$ cat config.mk
export PLATFORM = sky130hd
export DESIGN_NAME = bd_tag_split
export DESIGN_NICKNAME = d
export VERILOG_FILES = /design/src/rtl/bd_tag_pkg.sv /design/src/rtl/bd_tag_split_skid.sv /design/src/rtl/bd_tag_split.sv
export SDC_FILE = /design/constraint.sdc
export NUM_CORES = 1
export LEC_CHECK = 0
export ABC_AREA = 1
export CORE_UTILIZATION = 57
export DETAILED_ROUTE_END_ITERATION = 7
export GPL_TIMING_DRIVEN = 0
export HOLD_SLACK_MARGIN = 0.02
export PLACE_DENSITY = 0.95
export SLEW_MARGIN = 15
export SYNTH_ARGS = -nofsm -noshare
export SYNTH_HDL_FRONTEND = slang
export SYNTH_HIERARCHICAL = 1
export SYNTH_SLANG_ARGS = --single-unit
$ cat constraint.sdc
create_clock -name clk -period 3.78 [get_ports clk]
set_input_delay 0.378 -clock clk [delete_from_list [all_inputs] [get_ports clk]]
set_output_delay 0.378 -clock clk [all_outputs]
set_load 0.05 [all_outputs]
$ cat src/rtl/bd_tag_pkg.sv
// Shared constants and word layouts for the BD tag/count merge and split paths.
// Used by bd_tag_split (optional counters: BD_TAG_SPLIT_COUNT_EN).
package bd_tag_pkg;

    localparam int NBDData = 20;
    localparam int Ncode   = 6;
    localparam int Ntag    = 11;
    localparam int Nct     = 9;

    localparam int TAG_CT_CODE = 30;

    typedef struct packed {
        logic [NBDData-1:0] payload;
        logic [Ncode-1:0]   leaf_code;
    } bd_word_t;

    typedef struct packed {
        logic [Ntag-1:0] tag;
        logic [Nct-1:0]  ct;
    } tag_ct_t;

endpackage

$ cat src/rtl/bd_tag_split_skid.sv
// 2-entry valid/accept skid buffer; entry 0 drives the output directly,
// so there is no combinational path from input to output.
module skid_buf2 #(
    parameter int W = 8
) (
    input  logic         clk,
    input  logic         reset_n,
    input  logic         in_v,
    input  logic [W-1:0] in_d,
    output logic         in_a,
    output logic         out_v,
    output logic [W-1:0] out_d,
    input  logic         out_a
);

    logic [1:0]   r_cnt;
    logic [W-1:0] r_d0;
    logic [W-1:0] r_d1;
    logic         w_push;
    logic         w_pop;

    assign in_a   = (r_cnt != 2'd2);
    assign out_v  = (r_cnt != 2'd0);
    assign out_d  = r_d0;
    assign w_push = in_v & in_a;
    assign w_pop  = out_v & out_a;

    always_ff @(posedge clk or negedge reset_n) begin
        if (!reset_n) begin
            r_cnt <= 2'd0;
            r_d0  <= '0;
            r_d1  <= '0;
        end else begin
            case (r_cnt)
                2'd0: begin
                    if (w_push) begin
                        r_d0  <= in_d;
                        r_cnt <= 2'd1;
                    end
                end
                2'd1: begin
                    // push+pop replaces the head in place: no bubble
                    if (w_push && w_pop) begin
                        r_d0 <= in_d;
                    end else if (w_push) begin
                        r_d1  <= in_d;
                        r_cnt <= 2'd2;
                    end else if (w_pop) begin
                        r_cnt <= 2'd0;
                    end
                end
                2'd2: begin
                    if (w_pop) begin
                        r_d0  <= r_d1;
                        r_cnt <= 2'd1;
                    end
                end
                default: r_cnt <= 2'd0;
            endcase
        end
    end

endmodule

$ cat src/rtl/bd_tag_split.sv
// Splits the BD word stream into tag/count words (leaf_code == TAG_CT_CODE) and BD words.
// Define BD_TAG_SPLIT_COUNT_EN to add saturating transfer counters n_tag_ct / n_bd.
module bd_tag_split #(
    parameter int NBDData = bd_tag_pkg::NBDData,
    parameter int Ncode   = bd_tag_pkg::Ncode,
    parameter int Ntag    = bd_tag_pkg::Ntag,
    parameter int Nct     = bd_tag_pkg::Nct
) (
    input  logic               clk,
    input  logic               reset_n,
    input  logic               in_v,
    input  logic [NBDData-1:0] in_payload,
    input  logic [Ncode-1:0]   in_leaf_code,
    output logic               in_a,
    output logic               bd_out_v,
    output logic [NBDData-1:0] bd_out_payload,
    output logic [Ncode-1:0]   bd_out_leaf_code,
    input  logic               bd_out_a,
    output logic               tag_ct_out_v,
    output logic [Ntag-1:0]    tag_ct_out_tag,
    output logic [Nct-1:0]     tag_ct_out_ct,
    input  logic               tag_ct_out_a
`ifdef BD_TAG_SPLIT_COUNT_EN
    ,
    output logic [15:0]        n_tag_ct,
    output logic [15:0]        n_bd
`endif
);

    import bd_tag_pkg::*;

    localparam int WBd = NBDData + Ncode;
    localparam int WTc = Ntag + Nct;

    if (NBDData != Ntag + Nct) begin : g_width_chk
        $error("bd_tag_split: NBDData must equal Ntag+Nct");
    end

    logic           w_is_tag;
    logic           w_bd_in_a;
    logic           w_tc_in_a;
    logic           w_bd_in_v;
    logic           w_tc_in_v;
    logic [WBd-1:0] w_bd_out_d;
    logic [WTc-1:0] w_tc_out_d;

    assign w_is_tag  = (in_leaf_code == Ncode'(TAG_CT_CODE));
    // head-of-line: only the buffer this word targets gates acceptance
    assign in_a      = reset_n & (w_is_tag ? w_tc_in_a : w_bd_in_a);
    assign w_bd_in_v = in_v & ~w_is_tag;
    assign w_tc_in_v = in_v & w_is_tag;

    skid_buf2 #(.W(WBd)) u_bd_buf (
        .clk     (clk),
        .reset_n (reset_n),
        .in_v    (w_bd_in_v),
        .in_d    ({in_payload, in_leaf_code}),
        .in_a    (w_bd_in_a),
        .out_v   (bd_out_v),
        .out_d   (w_bd_out_d),
        .out_a   (bd_out_a)
    );

    skid_buf2 #(.W(WTc)) u_tc_buf (
        .clk     (clk),
        .reset_n (reset_n),
        .in_v    (w_tc_in_v),
        .in_d    ({in_payload[NBDData-1 -: Ntag], in_payload[Nct-1:0]}),
        .in_a    (w_tc_in_a),
        .out_v   (tag_ct_out_v),
        .out_d   (w_tc_out_d),
        .out_a   (tag_ct_out_a)
    );

    assign {bd_out_payload, bd_out_leaf_code} = w_bd_out_d;
    assign {tag_ct_out_tag, tag_ct_out_ct}    = w_tc_out_d;

`ifdef BD_TAG_SPLIT_COUNT_EN
    logic [15:0] r_n_tag_ct;
    logic [15:0] r_n_bd;

    always_ff @(posedge clk or negedge reset_n) begin
        if (!reset_n) begin
            r_n_tag_ct <= 16'd0;
            r_n_bd     <= 16'd0;
        end else begin
            if (tag_ct_out_v && tag_ct_out_a && r_n_tag_ct != 16'hFFFF)
                r_n_tag_ct <= r_n_tag_ct + 16'd1;
            if (bd_out_v && bd_out_a && r_n_bd != 16'hFFFF)
                r_n_bd <= r_n_bd + 16'd1;
        end
    end

    assign n_tag_ct = r_n_tag_ct;
    assign n_bd     = r_n_bd;
`endif

endmodule

==> summary.md <==
| Metric | Value |
|---|---|
| Max frequency | 358.1 MHz |
| Port bufs | 79 |
| CTS sink cnt | 96 |
| Worst reg2reg setup slack | 2.23 ns |
| Final instance area | 5878 µm² |
| Relative slew slack | 56.36% |
| Comb pwr share | 53.2% |
| Core Region | 7888 µm² |
| Die H | 93.26 µm |
| FF-to-FF Start | u_bd_buf/r_cnt[1] |
| P_int | 2.622 mW |
| Seq pwr share | 33.6% |
| CTS Hold Buffers Added | 0 |
| HPWL Detailed | 8170 µm |
| Pre-CTS WS | 1.045 ns |
| Final period utilization | 73.87% |
| Nature of the critical path startpoint | register |
| Initial Utilization | 60.18% |
| Via Count | 4270 |
| Initial antenna violation count | 0 |
| Final WS setup | 0.9877 ns |
| Syn nets | 625 |
| Die Width | 93.26 µm |
| Worst Path Arrival | 2.41 ns |
| Routed WL per cell | 14.60 µm |
| GRT Util Overall | 28.82% |
| Synth Register Bits | 96 |
| Crit path time final | 2.792 ns |
| Synth Instances | 594 |
| Total grt overflow | 0 |
| Number of buffers added for setup after CTS | 0 |
| Syn Area/Cell | 7.992 µm² |
| # setup viols final | 0 |
| Ports | 80 |
| Antenna-violating nets left | 0 |
| Filler cells | 519 |
| WS Path Type | reg2out |
| H-Tree Depth | 3 |
| Pins Over Slew Limit | 0 |
| Largest net degree at the start of global routing | 51 |
| Skew final | 0.009097 ns |
| Max-Cap Viols | 0 |
| Total negative slack | 0 ns |
| DR DRC count | 0 |
| Initial DRC count | 350 |
| Worst slew pin tran | 0.6546 ns |
| # diodes | 0 |
| Layout Nets | 716 |
| CTS resizes | 0 |
| Clk pwr share | 13.2% |
| CP Max Fanout | 10 |
| Pwr/cell area | 846.6 nW/µm² |
| Clock-pin slew on the worst setup and hold paths | 0.09 ns |
| Most frequent cells in the layout | 290 x nand2_1, 96 x dfrtp_1, 78 x clkdlybuf4s50_1, 57 x inv_1, 50 x nand3_1 |
| DIE AREA | 8697 µm² |
| Final-report hold violation count | 0 |
| Final Non-Filler Cells | 791 |
| Clk_lat worst skew | 0.36 ns |
| Seq/Total Area, Yosys | 50.61% |
| Required time of the critical path | 3.40 ns |
| Root buffer cell | clkbuf_8 |
| RD Place Congestion | 0.8780 |
| Layout cell share with drive strength beyond 1 | 13.93% |
| Worst Hold Class | in2async |
| Outcome | complete, no violations |
| Worst vdd ir | 0.5615 mV |
| DRT Pass-1 Iters | 5 |
| Static leakage | 3.172 nW |
| Vias per cell | 5.398 |
| Worst Reg-to-Reg Cells | 8 |
| Net Sw Frac | 47.31% |
| CTS Buffer Depth | 2 |
| RR Endpoint | u_bd_buf/out_d[15] |
| Ys Warns | 6 |
| TritonCTS Buffers | 9 |
| RSZ-0062 raised after global routing | false |
| CTS tree | done |
| Placed cell count | 776 |
| Placement Cell Area | 5690 µm² |
| First-pass GRT wire length | 19460 µm |
| CP endpoint kind | output port |
| WL final | 11550 µm |
| Mapped cell area | 4747 µm² |
| Count of cell types in the netlist | 21 |
| Commonest non-fill, non-tap cell in the layout | nand2_1 |
| Area Overhead vs Synth | 23.83% |
| Std cell rows | 32 |
| P_sw | 2.354 mW |
| Vias in the first global route | 4318 |
-- routing by layer --
layer / part of all wire (%) / track usage (%) / wire (µm) / vias up
met1: 40 / 35.47 / 4636 / 2067
met2: 51 / 49.82 / 5944 / 172
li1: - / - / - / 2000
met4: 2.8 / 13.59 / 327 / 0
met5: 0 / 0 / 0 / -
met3: 5.6 / 4.309 / 643 / 31
-- power by group through the flow --
| stage | clock network [mW] | registers [mW] | logic (mW) |
|---|---|---|---|
| 2_1_floorplan | 0 | 2.49 | 0.968 |
| 3_3_place_gp | 0 | 1.66 | 2.54 |
| 3_5_place_dp | 0 | 1.68 | 2.62 |
| 4_1_cts | 0.669 | 1.67 | 2.64 |
| 5_1_grt | 0.706 | 1.71 | 2.83 |
| 6_report | 0.659 | 1.67 | 2.65 |
-- layout make-up --
type | instances | area (µm²) | area share (%)
clock inverters | 3 | 42.54 | 0.7237
clock buffers | 12 | 145.1 | 2.469
inverters | 62 | 234.0 | 3.980
multi-input cells | 407 | 1852 | 31.50
plain buffers | 29 | 259.0 | 4.406
flip-flops and latches | 96 | 2402 | 40.87
repair buffers | 80 | 815.8 | 13.88
well taps | 102 | 127.6 | 2.171
-- critical path: stages (launching register included) --
cell and delay, ns:
dfrtp_1 0.49, inv_2 0.10, nand2_2 0.19, buf_4 0.22, a21oi_1 0.06, nor2_1 0.17, clkdlybuf4s50_1 0.83
-- metrics by stage --
step                power [mW]  hold WS (ns)  utilization [%]
floorplan                3.454       0.08241                -
global placement         4.203        0.4530            71.83
detailed placement       4.308        0.4475            72.14
CTS                      4.980       0.05730            74.52
global route             5.246       0.09360            74.52
finish                   4.976       0.04957            74.52
-- synthesized netlist by cell type (all sizes together) --
| cell | n | area [µm²] |
|---|---|---|
| nand2 | 294 | 1119 |
| dfrtp | 96 | 2402 |
| inv | 61 | 229.0 |
| nand3 | 53 | 295.3 |
| o21ai | 46 | 357.9 |
| buf | 28 | 251.5 |
| nor2 | 10 | 57.55 |
| a21oi | 2 | 10.01 |
| nand4 | 2 | 12.51 |
| clkbuf | 1 | 7.510 |
| clkinv | 1 | 5.000 |
-- logic make-up after synthesis --
logic type / Yosys count / share of synthesized area (%)
AOI/OAI and AO/OA: 48 / 7.749
buffers and inverters: 91 / 10.38
and+or+nand+nor: 359 / 31.26
DFF: 96 / 50.61
-- sequential cells by signal, indices dropped and copies added, names as in the netlist --
| signal | count |
|---|---|
| u_bd_buf/r_cnt | 2 |
| u_tc_buf/r_cnt | 2 |
| u_bd_buf/r_d1 | 26 |
| u_tc_buf/out_d | 20 |
| u_tc_buf/r_d1 | 20 |
| u_bd_buf/out_d | 26 |
-- worst max-delay path by stage --
| stage | to | startpoint | slack [ns] | cells past startpoint |
|---|---|---|---|---|
| final | in_a | u_bd_buf/r_cnt[0] | 0.99 | 6 |
| after global routing | in_a | u_bd_buf/r_cnt[0] | 0.89 | 6 |
| after CTS | in_a | u_bd_buf/r_cnt[0] | 1.02 | 6 |
| after detailed placement | in_a | reset_n | 1.05 | 5 |
| after global placement | in_a | reset_n | -1.67 | 4 |
| after floorplan | in_a | u_bd_buf/r_cnt[0] | 1.88 | 5 |
Note: power is estimated with default switching activity, not from simulation.
